File: src/rtl/spi_slave_pkg.sv
// Shared definitions for the parametrised SPI slave front-end.
// Holds the one-hot FSM state encoding and the 2-bit command codes.
package spi_slave_pkg;

  // One-hot FSM states.
  typedef enum logic [5:0] {
    ST_IDLE    = 6'b000001,
    ST_CMD     = 6'b000010,
    ST_RECV    = 6'b000100,
    ST_WAIT_TX = 6'b001000,
    ST_SEND    = 6'b010000,
    ST_HOLD    = 6'b100000
  } state_t;

  // Frame command codes (first two MOSI bits, MSB first).
  localparam logic [1:0] CMD_WR_ADDR = 2'b00;
  localparam logic [1:0] CMD_WR_DATA = 2'b01;
  localparam logic [1:0] CMD_RD_ADDR = 2'b10;
  localparam logic [1:0] CMD_RD_DATA = 2'b11;

endpackage

File: src/rtl/spi_slave_param_if.sv
// Bus bundle between the SPI/memory side and the SPI slave front-end.
// Signals: SS_n, MOSI, MISO (serial side); rx_data/rx_valid (received word);
// tx_data/tx_valid (read return); frame_err, busy (status).
// The slave modport is the front-end; master is whoever drives it.
interface spi_slave_param_if #(
  parameter int PAYLOAD_W = 8
) ();

  logic                 SS_n;
  logic                 MOSI;
  logic                 MISO;
  logic [PAYLOAD_W+1:0] rx_data;
  logic                 rx_valid;
  logic [PAYLOAD_W-1:0] tx_data;
  logic                 tx_valid;
  logic                 frame_err;
  logic                 busy;

  modport slave (
    input  SS_n, MOSI, tx_data, tx_valid,
    output MISO, rx_data, rx_valid, frame_err, busy
  );

  modport master (
    output SS_n, MOSI, tx_data, tx_valid,
    input  MISO, rx_data, rx_valid, frame_err, busy
  );

endinterface

File: src/rtl/spi_bit_shifter.sv
// Parametrised bidirectional shift register with synchronous clear,
// parallel load and serial shift-in.
// Ports: clr/load/shift controls (priority in that order), load_data,
// ser_in; par_next is the value the register takes on the next edge and
// ser_next is the bit at the output end of that value (bit 0 when
// LSB_FIRST, else bit W-1). Exposing the next value lets the caller
// capture a word and drive its first bit on the same edge as the shift/load.
module spi_bit_shifter #(
  parameter int W         = 8,
  parameter bit LSB_FIRST = 1'b0
) (
  input  logic         clk,
  input  logic         rst_n,
  input  logic         clr,
  input  logic         load,
  input  logic [W-1:0] load_data,
  input  logic         shift,
  input  logic         ser_in,
  output logic [W-1:0] par_next,
  output logic         ser_next
);

  logic [W-1:0] q_r;

  // Next register value; LSB-first shifts right so the first bit ends at bit 0.
  always_comb begin
    par_next = q_r;
    if (clr) begin
      par_next = {W{1'b0}};
    end else if (load) begin
      par_next = load_data;
    end else if (shift) begin
      if (LSB_FIRST) begin
        par_next = {ser_in, q_r[W-1:1]};
      end else begin
        par_next = {q_r[W-2:0], ser_in};
      end
    end else begin
      par_next = q_r;
    end
  end

  // Output-end bit of the next value.
  always_comb begin
    ser_next = 1'b0;
    if (LSB_FIRST) begin
      ser_next = par_next[0];
    end else begin
      ser_next = par_next[W-1];
    end
  end

  // Shift register state.
  always_ff @(posedge clk or negedge rst_n) begin
    if (!rst_n) begin
      q_r <= {W{1'b0}};
    end else begin
      q_r <= par_next;
    end
  end

endmodule

File: src/rtl/spi_slave_param.sv
// Parametrised SPI slave front-end (top).
// Ports: clk, rst_n (async active-low), bus (slave modport): deserialises
// {cmd[1:0], payload} frames from MOSI into rx_data/rx_valid, returns
// read data on MISO after a tx_valid handshake, flags aborts and reads
// without a preceding read address on frame_err; busy = state != IDLE.
// PAYLOAD_W legal range 4..32; LSB_FIRST applies to the payload only.
module spi_slave_param
  import spi_slave_pkg::*;
#(
  parameter int PAYLOAD_W = 8,
  parameter bit LSB_FIRST = 1'b0
) (
  input  logic             clk,
  input  logic             rst_n,
  spi_slave_param_if.slave bus
);

  localparam int                 CNT_W       = $clog2(PAYLOAD_W + 2);
  localparam logic [CNT_W-1:0]   CNT_ZERO    = {CNT_W{1'b0}};
  localparam logic [CNT_W-1:0]   CNT_ONE     = CNT_W'(1);
  localparam logic [CNT_W-1:0]   CNT_LAST_RX = CNT_W'(PAYLOAD_W);
  localparam logic [CNT_W-1:0]   CNT_LAST_TX = CNT_W'(PAYLOAD_W - 1);

  state_t                 state_r;
  logic [CNT_W-1:0]       cnt_r;
  logic [1:0]             cmd_r;
  logic                   rd_addr_pending_r;
  logic [PAYLOAD_W+1:0]   rx_data_r;
  logic                   rx_valid_r;
  logic                   frame_err_r;
  logic                   miso_r;

  logic                   abort_s;
  logic                   rx_shift_s;
  logic                   tx_load_s;
  logic                   tx_shift_s;
  logic [PAYLOAD_W-1:0]   rx_word_s;
  logic                   rx_ser_unused_s;
  logic [PAYLOAD_W-1:0]   tx_word_unused_s;
  logic                   tx_ser_s;

  // Shifter controls; SS_n high mid-frame overrides everything as an abort.
  always_comb begin
    abort_s    = 1'b0;
    rx_shift_s = 1'b0;
    tx_load_s  = 1'b0;
    tx_shift_s = 1'b0;
    unique case (state_r)
      ST_CMD: begin
        abort_s = bus.SS_n;
      end
      ST_RECV: begin
        if (bus.SS_n) begin
          abort_s = 1'b1;
        end else begin
          // count 0 is cmd[0]; payload bits occupy counts 1..PAYLOAD_W
          rx_shift_s = (cnt_r != CNT_ZERO);
        end
      end
      ST_WAIT_TX: begin
        if (bus.SS_n) begin
          abort_s = 1'b1;
        end else begin
          tx_load_s = bus.tx_valid;
        end
      end
      ST_SEND: begin
        if (bus.SS_n) begin
          abort_s = 1'b1;
        end else begin
          tx_shift_s = (cnt_r != CNT_LAST_TX);
        end
      end
      default: begin
        abort_s = 1'b0;
      end
    endcase
  end

  spi_bit_shifter #(.W(PAYLOAD_W), .LSB_FIRST(LSB_FIRST)) u_rx_shifter (
    .clk      (clk),
    .rst_n    (rst_n),
    .clr      (abort_s),
    .load     (1'b0),
    .load_data({PAYLOAD_W{1'b0}}),
    .shift    (rx_shift_s),
    .ser_in   (bus.MOSI),
    .par_next (rx_word_s),
    .ser_next (rx_ser_unused_s)
  );

  spi_bit_shifter #(.W(PAYLOAD_W), .LSB_FIRST(LSB_FIRST)) u_tx_shifter (
    .clk      (clk),
    .rst_n    (rst_n),
    .clr      (abort_s),
    .load     (tx_load_s),
    .load_data(bus.tx_data),
    .shift    (tx_shift_s),
    .ser_in   (1'b0),
    .par_next (tx_word_unused_s),
    .ser_next (tx_ser_s)
  );

  // Frame FSM with counter, read-address tracking and registered outputs.
  always_ff @(posedge clk or negedge rst_n) begin
    if (!rst_n) begin
      state_r           <= ST_IDLE;
      cnt_r             <= CNT_ZERO;
      cmd_r             <= 2'b00;
      rd_addr_pending_r <= 1'b0;
      rx_data_r         <= {(PAYLOAD_W + 2){1'b0}};
      rx_valid_r        <= 1'b0;
      frame_err_r       <= 1'b0;
      miso_r            <= 1'b0;
    end else begin
      rx_valid_r  <= 1'b0;
      frame_err_r <= 1'b0;
      if (abort_s) begin
        state_r     <= ST_IDLE;
        cnt_r       <= CNT_ZERO;
        miso_r      <= 1'b0;
        frame_err_r <= 1'b1;
      end else begin
        unique case (state_r)
          ST_IDLE: begin
            miso_r <= 1'b0;
            cnt_r  <= CNT_ZERO;
            if (!bus.SS_n) begin
              state_r <= ST_CMD;
            end
          end
          ST_CMD: begin
            cmd_r[1] <= bus.MOSI;
            cnt_r    <= CNT_ZERO;
            state_r  <= ST_RECV;
          end
          ST_RECV: begin
            if (cnt_r == CNT_ZERO) begin
              cmd_r[0] <= bus.MOSI;
              cnt_r    <= CNT_ONE;
            end else if (cnt_r != CNT_LAST_RX) begin
              cnt_r <= cnt_r + CNT_ONE;
            end else begin
              cnt_r <= CNT_ZERO;
              if ((cmd_r == CMD_RD_DATA) && !rd_addr_pending_r) begin
                // read data with no address: reject, rx_data keeps old word
                frame_err_r <= 1'b1;
                state_r     <= ST_HOLD;
              end else begin
                rx_data_r  <= {cmd_r, rx_word_s};
                rx_valid_r <= 1'b1;
                if (cmd_r == CMD_RD_DATA) begin
                  rd_addr_pending_r <= 1'b0;
                  state_r           <= ST_WAIT_TX;
                end else begin
                  if (cmd_r == CMD_RD_ADDR) begin
                    rd_addr_pending_r <= 1'b1;
                  end
                  state_r <= ST_HOLD;
                end
              end
            end
          end
          ST_WAIT_TX: begin
            cnt_r <= CNT_ZERO;
            if (bus.tx_valid) begin
              miso_r  <= tx_ser_s;
              state_r <= ST_SEND;
            end
          end
          ST_SEND: begin
            if (cnt_r == CNT_LAST_TX) begin
              miso_r  <= 1'b0;
              cnt_r   <= CNT_ZERO;
              state_r <= ST_HOLD;
            end else begin
              miso_r <= tx_ser_s;
              cnt_r  <= cnt_r + CNT_ONE;
            end
          end
          ST_HOLD: begin
            miso_r <= 1'b0;
            cnt_r  <= CNT_ZERO;
            if (bus.SS_n) begin
              state_r <= ST_IDLE;
            end
          end
          default: begin
            state_r <= ST_IDLE;
            cnt_r   <= CNT_ZERO;
            miso_r  <= 1'b0;
          end
        endcase
      end
    end
  end

  assign bus.MISO      = miso_r;
  assign bus.rx_data   = rx_data_r;
  assign bus.rx_valid  = rx_valid_r;
  assign bus.frame_err = frame_err_r;
  assign bus.busy      = (state_r != ST_IDLE);

endmodule

File: src/flat_wrapper.sv
// flat-port wrapper written by rule: the top's interface ports become plain ports
module spi_slave_param_flat import spi_slave_pkg::*;
#(
  parameter int PAYLOAD_W = 8,
  parameter bit LSB_FIRST = 1'b0
)
  (clk, rst_n, bus_SS_n, bus_MOSI, bus_tx_data, bus_tx_valid, bus_MISO, bus_rx_data, bus_rx_valid, bus_frame_err, bus_busy);
  spi_slave_param_if #(.PAYLOAD_W(PAYLOAD_W)) bus_i ();
  input  logic clk;
  input  logic rst_n;
  input wire logic [$bits(bus_i.SS_n)-1:0] bus_SS_n;
  input wire logic [$bits(bus_i.MOSI)-1:0] bus_MOSI;
  input wire logic [$bits(bus_i.tx_data)-1:0] bus_tx_data;
  input wire logic [$bits(bus_i.tx_valid)-1:0] bus_tx_valid;
  output wire logic [$bits(bus_i.MISO)-1:0] bus_MISO;
  output wire logic [$bits(bus_i.rx_data)-1:0] bus_rx_data;
  output wire logic [$bits(bus_i.rx_valid)-1:0] bus_rx_valid;
  output wire logic [$bits(bus_i.frame_err)-1:0] bus_frame_err;
  output wire logic [$bits(bus_i.busy)-1:0] bus_busy;
  assign bus_i.SS_n = bus_SS_n;
  assign bus_i.MOSI = bus_MOSI;
  assign bus_i.tx_data = bus_tx_data;
  assign bus_i.tx_valid = bus_tx_valid;
  assign bus_MISO = bus_i.MISO;
  assign bus_rx_data = bus_i.rx_data;
  assign bus_rx_valid = bus_i.rx_valid;
  assign bus_frame_err = bus_i.frame_err;
  assign bus_busy = bus_i.busy;
  spi_slave_param #(.PAYLOAD_W(PAYLOAD_W), .LSB_FIRST(LSB_FIRST)) u_core (.clk(clk), .rst_n(rst_n), .bus(bus_i));
endmodule
File: config.mk
export PLATFORM = sky130hd
export DESIGN_NAME = spi_slave_param_flat
export DESIGN_NICKNAME = d
export VERILOG_FILES = /design/src/rtl/spi_slave_pkg.sv /design/src/rtl/spi_slave_param_if.sv /design/src/rtl/spi_bit_shifter.sv /design/src/rtl/spi_slave_param.sv /design/src/flat_wrapper.sv
export SDC_FILE = /design/constraint.sdc
export NUM_CORES = 1
export LEC_CHECK = 0
export ABC_AREA = 1
export CORE_UTILIZATION = 49
export CTS_CLUSTER_SIZE = 16
export DETAILED_ROUTE_END_ITERATION = 10
export PLACE_DENSITY = 0.75
export SYNTH_ARGS = -nofsm -noshare
export SYNTH_HDL_FRONTEND = slang
export SYNTH_SLANG_ARGS = --single-unit
File: constraint.sdc
create_clock -name clk -period 1.6 [get_ports clk]
set_input_delay 0.24 -clock clk [delete_from_list [all_inputs] [get_ports clk]]
set_output_delay 0.24 -clock clk [all_outputs]
set_load 0.03 [all_outputs]
==> summary by stage, run 1 <==
Placed design
The final weighted congestion in routability-driven placement is 0.8363. Counting tap cells, the placed design contains a total of 352 instances. Detailed placement finished with a half-perimeter wire length of 2860 um. The number of I/O port buffers is 26.

Global routing
The overall overflow remaining after global route is 0. The number of global-route vias before repair is 1645. The global-route wire length before repair is 6886 um. The global routing usage on met1 is 0.2683. In the global route stage, met3 resource usage came out at 0.05651. For this run, the total global-route usage over all layers was measured as 0.2083. For met2 alone, demand over resource in global routing was 0.3359. The initial antenna violation count is 0.

Entering global routing, the biggest net connects 43 pins. The most heavily used metal layer in global routing is met2.

Final layout
The fraction of final layout cells sized beyond drive strength 1 is 0.3634. Counting the fill cells in the layout gives 276. Leaving out filler cells and counting taps, the final layout contains 372. The final antenna diode count is 0. Leaving out fill and tap cells, the most frequent cells in the layout are sky130_fd_sc_hd__nand2_1, sky130_fd_sc_hd__dfrtp_1, sky130_fd_sc_hd__inv_1, sky130_fd_sc_hd__buf_4, sky130_fd_sc_hd__clkdlybuf4s50_1. The net count reported at finish is 336. The most common cell after layout, fill and taps aside is sky130_fd_sc_hd__nand2_1. The layout-stage area growth over the synthesis result is 50.15%.

Setup path
The delay contributed by the slowest stage of the critical path is 570 ps. The master of the slowest instance on the critical path is sky130_fd_sc_hd__dfstp_2. Counting buffers and inverters, the worst setup path is 9 cells deep. The critical path data arrival time is 1910 ps. In this run the critical register-to-register path is captured at u_core.bus.MISO.

STA classifies the critical path startpoint as a flip-flop. The logic depth of the worst register-to-register path is 9. The flop-to-flop setup slack is -60 ps. The worst setup path is captured at a flip-flop. The critical path startpoint is u_core.state_r[0].

The kind of cell with the highest combined delay on the critical path is flip-flops. Counting both buffers and inverters, the worst setup path holds a total of 1. The worst path required time is 1850 ps. The signal on the critical path passes through nor2_4 -> nand3_4 -> nand2_4 -> o21ai_4 -> buf_12 -> nand2_4 -> nor2_4 -> nand3_2 -> nand2_1. In this run the critical register-to-register path is launched from u_core.state_r[0]. The startpoint-to-endpoint class of the critical path is flip-flop to flip-flop. The peak fanout along the critical path is 5. The end of the critical path is u_core.bus.MISO.

Power and ir drop
The worst supply voltage drop on vdd is 692.2 uV. The completed layout was analyzed and its total power is 3.441 mW. The power per cell area is 1111 nW/um^2. The reported leakage power is 1.651 nW.

Clocking
The number of clock sinks seen by CTS is 42. The tree is rooted in a sky130_fd_sc_hd__clkbuf_8. For the worst-skew pair, the clock arrives at the later sink with an insertion delay of 310 ps. The H-tree depth is 2. The number of clock buffers inserted by TritonCTS is 5.

The maximum clock path buffer count is 2. The clock-pin slew of the registers on the worst-case setup and hold paths is 80 ps. The TritonCTS clock tree is done.

Drt
The wire length reported by the detailed router is 4999 um. The count of antenna-violating nets left after detailed routing is 0. Dividing the detail-routed wire length by the instance count gives 13.44 um. Detailed routing inserted a total of 1880 vias. For this block, the initial DRC count from the detailed router was 85. Using the TritonRoute via totals, the vias-per-cell ratio works out to 5.054. The number of optimization iterations in the first detailed-route pass is 4. In the routed design, unresolved DRC markers number 0.

Yosys
The net count after synthesis is 268. The largest area contributor in the synthesized netlist is sky130_fd_sc_hd__dfrtp_1. Synthesis produced 253 cells. The cell area that synthesis handed to floorplanning was 2063 sq um.

The synthesis warning total is 0. Synthesis inferred 42 register bits. The mean instance size in the synthesized netlist is 8.155 sq um.

For this run, the register share of the synthesized area comes to 0.5100. Synthesis instantiated 30 different standard cells from the library. The area share of the largest cell type after synthesis is 0.4973.

Sorting the synthesized cells by area gives the leading types as sky130_fd_sc_hd__dfrtp_1, sky130_fd_sc_hd__nand2_1, sky130_fd_sc_hd__inv_1.

Hold path
The class of the tightest hold or removal check is input pin to async pin.

STA
At the pin with the least slew margin, the transition time is 518.1 ps. Across all hold checks on the routed design, the worst slack comes to -13.49 ps. Counting I/O delays and the setup requirement, the final critical path takes 1663 ps. In the finished design, the share of the clock period the worst path needs comes to 1.040. The total count of hold-check failures in the final report was 18. Once routing completed, OpenROAD measured the worst setup slack at -63.26 ps. Setup repair after global routing could not meet its margin everywhere. Across the routed clock network, the largest skew measured is 9.494 ps. The worst pin sits at a relative slew slack of 0.6546. The peak clock frequency supported by timing is 0.6012 GHz.

Setup violations remaining at the end of the flow were counted as 22. The number of slew-limit violations in the final report is 0.

Floorplanning
The floorplan step defined a die boundary enclosing 4474 sq um. 27 I/O pins were placed. In this run the vertical extent of the chip is 66.89 um. From left edge to right edge, the die measures 66.89 um. The initialized floorplan defines 23 standard-cell rows.

The initial utilization of the core area, before any placement, comes to 0.5121. The area of the core is 4029 sq um.

Run
The number of max-cap violations is 0.

Run status
The flow ran to the end, but the final reports show violations. The final reports fail on hold timing, setup timing.
## logic make-up (layout without fill, tap and decap cells)
logic type / Yosys count / count (layout) / synth area share
xor gates and xnor gates: 1 / 1 / 0.004246
adders and majority gates: 2 / 2 / 0.01213
AOI/OAI and AO/OA: 27 / 27 / 0.07823
DFF: 42 / 42 / 0.5100
buffers and inverters: 44 / 113 / 0.08490
and+or+nand+nor: 137 / 137 / 0.3105
## where the power goes
group	internal [mW]	total, mW	switching [mW]
clock network	0.435	0.798	0.362
logic	0.548	1.28	0.735
registers	1.25	1.36	0.110
## synthesized netlist by cell type
library cell               count
sky130_fd_sc_hd__nor2_4        2
sky130_fd_sc_hd__o211ai_1      1
sky130_fd_sc_hd__nor3_1        1
sky130_fd_sc_hd__a21oi_1       3
sky130_fd_sc_hd__o21ai_0       4
sky130_fd_sc_hd__nor4b_1       1
sky130_fd_sc_hd__nor3b_4       1
sky130_fd_sc_hd__a21boi_2      1
sky130_fd_sc_hd__nor3_4        1
sky130_fd_sc_hd__buf_6         1
sky130_fd_sc_hd__nand3_4       2
sky130_fd_sc_hd__or2_0         1
sky130_fd_sc_hd__clkbuf_1      1
sky130_fd_sc_hd__a211oi_1      1
sky130_fd_sc_hd__nand3_1      24
sky130_fd_sc_hd__dfrtp_1      41
sky130_fd_sc_hd__o21ai_1      13
sky130_fd_sc_hd__buf_2         2
sky130_fd_sc_hd__ha_1          2
sky130_fd_sc_hd__dfstp_2       1
sky130_fd_sc_hd__xor2_1        1
sky130_fd_sc_hd__a21oi_2       1
sky130_fd_sc_hd__o21ai_2       3
sky130_fd_sc_hd__inv_1        35
sky130_fd_sc_hd__inv_2         5
sky130_fd_sc_hd__nor2_1       20
sky130_fd_sc_hd__nand2_1      77
sky130_fd_sc_hd__nand4_1       1
sky130_fd_sc_hd__nor2_2        5
sky130_fd_sc_hd__nand2_2       1
## flip-flops by register name, summed over array words and instances (netlist names), 2 cells and up
signal	flops
u_core.u_tx_shifter.q_r	8
u_core.bus.rx_data	10
u_core.state_r	6
u_core.u_rx_shifter.q_r	8
u_core.cnt_r	4
u_core.cmd_r	2
## cell type report
| cell class | instances | area (sq um) | share of cell area |
|---|---|---|---|
| clock buffer | 8 | 110.1 | 0.03554 |
| inverter | 40 | 162.7 | 0.05250 |
| multi-input combinational | 167 | 1096 | 0.3538 |
| sequential | 42 | 1052 | 0.3397 |
| tap | 50 | 62.56 | 0.02019 |
| timing repair buffer | 65 | 614.3 | 0.1983 |
## through the flow
stage | util | hold slack [ps] | TNS (ps) | area, sq um | setup slack [ps]
after floorplan | - | -55.59 | 0 | 2063 | 7.449
final | 0.7689 | -13.49 | -492.4 | 3098 | -63.26
after detailed placement | 0.6382 | 330.9 | -1013 | 2571 | -86.50
after global routing | 0.7689 | 47.53 | -2968 | 3098 | -193.0
after CTS | 0.6702 | 15.06 | -4.634 | 2700 | -4.634
after global placement | 0.6382 | 334.8 | -695.4 | 2571 | -75.59
## repair_timing
action / 4_1_cts / 5_1_grt
hold buffers: 0 / 0
pin swaps: 3 / 14
gates resized for setup: 9 / 75
gates cloned: 0 / 2
hold endpoints to repair: 0 / 0
buffers inserted: 0 / 11
endpoints found under the setup margin: 13 / 42
## layer usage
metal,share of wire,up-vias
met3,0.045,12
li1,-,923
met1,0.45,891
met2,0.49,54
met4,0.023,0
met5,0,-
## worst min path at each step
stage / start / end / slack (ps) / cells past startpoint
finish: rst_n / u_core.state_r[1] / -10 / 2
global route: rst_n / u_core.state_r[4] / 50 / 2
CTS: rst_n / u_core.state_r[1] / 20 / 2
detailed placement: rst_n / u_core.u_rx_shifter.q_r[6] / 330 / 2
global placement: rst_n / u_core.u_rx_shifter.q_r[6] / 330 / 2
floorplan: rst_n / u_core.bus.MISO / -60 / 0
(Power assumes the default switching activity.)
==> run 2: changes to the inputs <==
--- a/config.mk
+++ b/config.mk
@@ -7,7 +7,6 @@
 export LEC_CHECK = 0
 export ABC_AREA = 1
 export CORE_UTILIZATION = 49
-export CTS_CLUSTER_SIZE = 16
 export DETAILED_ROUTE_END_ITERATION = 10
 export PLACE_DENSITY = 0.75
 export SYNTH_ARGS = -nofsm -noshare
==> results of run 2 <==
No change in the layout: final DEF, timing and power equal those of run 1.
==> run 3: changes to the inputs <==
--- a/config.mk
+++ b/config.mk
@@ -6,9 +6,10 @@
 export NUM_CORES = 1
 export LEC_CHECK = 0
 export ABC_AREA = 1
-export CORE_UTILIZATION = 49
+export CORE_UTILIZATION = 50
 export DETAILED_ROUTE_END_ITERATION = 10
 export PLACE_DENSITY = 0.75
 export SYNTH_ARGS = -nofsm -noshare
 export SYNTH_HDL_FRONTEND = slang
+export SYNTH_HIERARCHICAL = 1
 export SYNTH_SLANG_ARGS = --single-unit
==> summary by stage, run 3 <==
Placed design
The total cell area at the placement stage is 2889 sq um. The wire-length estimate of the detail-placed layout is 3658 um. The final weighted congestion in routability-driven placement is 0.8721. The number of I/O port buffers is 26.

Final layout
The multi-input combinational cells in the finished layout cover a total of 1323 sq um. After the last flow step, the layout net total stands at 414. The number of fillers in the final layout is 262. The final antenna diode count is 0. The number of flip-flops under the largest register name is 10. Leaving out fill and tap cells, the most frequent cell in the layout is sky130_fd_sc_hd__nand2_1. Of the cells placed in the final design, the portion with a size suffix greater than 1 is 0.3575. The area occupied by registers is 1055 sq um. In the layout the commonest cells are sky130_fd_sc_hd__nand2_1, sky130_fd_sc_hd__nor2_1, sky130_fd_sc_hd__buf_4, sky130_fd_sc_hd__dfrtp_1, sky130_fd_sc_hd__inv_1. The final instance area is 3483 sq um. The layout-stage area growth over the synthesis result is 49.28%.

Setup path
The startpoint class of the critical path is a flip-flop. For the worst setup path, the data required time is 1840 ps. The critical path startpoint is u_core/state_r[0]. In this run the worst path has a maximum fanout of 4.

The worst register-to-register path begins at u_core/state_r[0]. The sum of buffers and inverters on the critical path is 2. The master of the slowest instance on the critical path is sky130_fd_sc_hd__dfstp_2.

The critical path data arrival time is 2150 ps. The critical path is of the flip-flop to flip-flop type. The signal on the critical path passes through nor2_4 -> buf_6 -> nand3_4 -> nand2_4 -> nor2_4 -> nor2_8 -> inv_2 -> o21ai_2 -> nor2_2 -> o21ai_1 -> nor2_1 -> a21oi_1 -> nor2_1 -> nand3_1 -> nand2_1. On the critical path the largest part of the delay comes from simple AND/OR/NAND/NOR gates. The worst setup path is captured at a flip-flop.

On the worst path, the slowest cell contributes a delay of 560 ps.

STA
The max-slew headroom at the worst pin is 0.6490. The accumulated negative setup slack is -4730 ps. The transition time at the pin with the least slew margin is 526.5 ps. The peak clock frequency supported by timing is 0.5247 GHz. The smallest clock period supported by the final layout is computed as 1906 ps. In the post-route analysis, the smallest setup slack over all paths is -305.7 ps. The number of slew-limit violations in the final report was 0. Setup violations remaining at the end of the flow were counted as 33. The total count of hold-check failures in the final report was 0. Final hold analysis gives a worst-case slack of 0.8575 ps.

The final setup skew is 8.117 ps. Setup repair after global routing could not meet its margin everywhere. In the finished design, the share of the clock period the worst path needs comes to 1.191.

Clocking
Clock tree synthesis selected as its root buffer the cell sky130_fd_sc_hd__clkbuf_8. The H-tree depth is 2. The tree built by TritonCTS fans out to 42 sinks. The TritonCTS clock tree is done. Counting along the longest clock path gives a buffer depth of 2. The number of clock buffers inserted by TritonCTS is 5. At the later pin of the worst-skew pair, clock insertion delay measures 300 ps. The clock-pin slew of the registers on the worst-case setup and hold paths is 80 ps.

Yosys
After technology mapping, the gate count stands at 308. A synthesized cell averages 7.576 sq um. The post-synthesis instance area is 2333 sq um.

The synthesis warning total is 6.

Drt
After detailed routing, the number of remaining DRC violations is 0. Before antenna repair, the detailed router went through 4 iterations. The detailed-route via count is 2203.

The routed length per instance is 13.32 um. In this run, the number of DRC markers left after iteration 0 of detailed routing was 203. The detailed-route vias per instance is 4.874. The count of antenna-violating nets left after detailed routing is 0. The wire length reported by the detailed router is 6020 um.

Power and ir drop
The internal power of the cells totals 2.468 mW. The switching power of the nets is 1.432 mW. VDD sags by at most 716.7 uV. Of the total power, the share spent switching nets is 0.3671. The reported leakage power is 2.003 nW. The fraction of power consumed by combinational cells is 0.417. The total power draw is 3.900 mW.

The relative contribution of sequential cells to total power is 0.366. In this run the power density over the cells is 1120 nW/um^2. The share of total power dissipated in the clock network is 0.217.

Floorplanning
In this run the vertical extent of the chip is 70.32 um. The initial utilization of the core area, before any placement, comes to 0.5286. The initialized floorplan defines 24 standard-cell rows. From left edge to right edge, the die measures 70.32 um. The area of the core is 4414 sq um. The top-level port count is 27. The overall die area is 4944 sq um.

Run
The number of max-cap violations is 0.

Global routing
After global routing the overflow that remains totals 0. The number of global-route vias before repair is 1991. The first global-routing pass estimated 8887 um of wire. The largest net degree at the start of global routing is 43. Across every metal layer, demand over resource in global routing totals 0.2293. The initial antenna violation count is 0.

Run status
The flow ran to the end, but the final reports show violations. The checks that failed: setup timing.

Hold path
The path class of the tightest hold or removal check is input pin to async pin.
## run 3: path summary, 6_finish.rpt
kind | cells past startpoint | slack (ps) | to
setup / recovery | 15 | -310 | u_core/bus.MISO
hold / removal | 2 | 0.9 | u_core/state_r[4]
setup reg to reg | 15 | -310 | u_core/bus.MISO
hold reg to reg | 2 | 480 | u_core/bus.rx_data[9]
max in group asynchronous | 2 | 1220 | u_core/state_r[5]
min in group clk | 2 | 480 | u_core/bus.rx_data[9]
## run 3: per-layer routing
layer  vias to the layer above  track usage  share of wire
li1                       1103            -              -
met4                         0      0.07111          0.019
met2                        42       0.3862           0.52
met3                        11      0.04762          0.026
met5                         -            0              0
met1                      1047       0.2943           0.43
## run 3: final cells by class
class / count / area share
clock buffers: 6 / 0.02083
clock inverters: 2 / 0.01078
inverters: 40 / 0.04705
multi-input cells: 227 / 0.3797
flip-flops and latches: 42 / 0.3028
well taps: 52 / 0.01868
repair buffers: 82 / 0.2184
repair inverters: 1 / 0.001796
## run 3: repair_timing
action,in CTS,in global routing
setup buffers,9,16
gates resized for setup,21,87
pin swaps,14,33
endpoints found under the setup margin,32,45
gates cloned,0,2
hold buffers,0,0
## run 3: power groups by stage
stage	Clock (mW)	Combinational, mW	Sequential [mW]
detailed placement	0	1.20	1.43
CTS	0.846	1.29	1.42
global route	0.904	1.78	1.45
global placement	0	1.16	1.42
finish	0.845	1.63	1.43
floorplan	0	0.803	1.42
## run 3: per-stage QoR
stage                     std cells  utilization  setup WS, ps
final                           452       0.7891        -305.7
after global routing            452       0.7891        -450.8
after CTS                       435       0.7086        -161.0
after detailed placement        420       0.6545        -312.0
after global placement          420       0.6545        -220.6
after floorplan                 317            -        -249.6
==> edit: new RTL, config.mk and constraints of run 3 <==
Reset style: synchronous (`rst_n`), changed in 2 clocked blocks. Comments in the files are not updated.
--- a/src/rtl/spi_bit_shifter.sv
+++ b/src/rtl/spi_bit_shifter.sv
@@ -52,5 +52,5 @@
 
   // Shift register state.
-  always_ff @(posedge clk or negedge rst_n) begin
+  always_ff @(posedge clk) begin
     if (!rst_n) begin
       q_r <= {W{1'b0}};
--- a/src/rtl/spi_slave_param.sv
+++ b/src/rtl/spi_slave_param.sv
@@ -103,5 +103,5 @@
 
   // Frame FSM with counter, read-address tracking and registered outputs.
-  always_ff @(posedge clk or negedge rst_n) begin
+  always_ff @(posedge clk) begin
     if (!rst_n) begin
       state_r           <= ST_IDLE;
Formal check against the unedited RTL: differs if rst_n is asserted again (counterexample within 4 cycles, from zero or initial values and one cycle with rst_n low); with rst_n held inactive, the same outputs for 10 cycles.
==> edit against run 3 <==
  * The run still ends with setup timing left
  * Cell count rose by 11%
  * Setup slack improved by 34 ps
  * Die area fell by 1.2%
  * Worst hold slack improved by 520 ps
  * Wire length rose by 24%
  * Synthesized cell count rose by 17%
  * Area after synthesis fell by 1.3%
  * Final area rose by 3.1%
  * Sequential cell count did not move
  * Critical path type unchanged
Power is not compared: it rests on default switching activity, and its combinational part moved more than twofold at a synthesized area within 25%.
==> edit: results <==
set metrics [dict create \
    status "finished, violations left" \
    violations "setup timing" \
    place_ws_ps -201 \
    place_inst 479 \
    fin_util_pct 81.9 \
    hold-worst-slack_ps 516 \
    place_congestion 0.883 \
    critPathMaxStageDelay_ps 340 \
    tns_ps -4260 \
    first_iter_violations 191 \
    nets 464 \
    hpwl_um 3760 \
    avgRoutedWirePerCell_um 14.9 \
    viasPerCell 5.23 \
    place_area_um2 3000 \
    cp.arrival_ps 2100 \
    layout_setup_ws_ps -271 \
    crit_path_max_fanout 6 \
    die_area_um2 4880 \
    drive_above_1_share_pct 39.8 \
    grt_pass1_wl_um 9530 \
    wl_um 7490 \
    grt_max_degree 16 \
    nFillCells 274 \
    syn_avg_cell_area_um2 6.42 \
    grt_pass1_vias 2248 \
    reg2regPathDepth 14 \
    post-cts-setup-buffers 3 \
    setup_viol 37 \
]
## edit: cell type report
class / instances / share of cell area [%]
repair buffers: 87 / 21.9
clock inverters: 2 / 0.348
clock buffers: 6 / 2.30
flip-flops and latches: 42 / 23.9
well taps: 52 / 1.81
inverters: 80 / 9.06
multi-input cells: 233 / 40.7
## edit: power groups by stage
stage	clock network [mW]	registers (mW)	logic, mW
global placement	0	1.14	0.485
detailed placement	0	1.15	0.491
CTS	0.732	1.12	0.531
floorplan	0	1.15	0.300
finish	0.715	1.13	0.678
global route	0.763	1.13	0.724
## edit: routing by layer
| metal | track usage [%] | vias up | share of wire (%) | routed length (µm) |
|---|---|---|---|---|
| li1 | - | 1262 | - | - |
| met1 | 31.0 | 1203 | 42 | 3140 |
| met2 | 39.5 | 125 | 48 | 3630 |
| met3 | 4.62 | 34 | 6.1 | 458 |
| met4 | 8.89 | 0 | 3.5 | 262 |
| met5 | 0 | - | 0 | 0 |
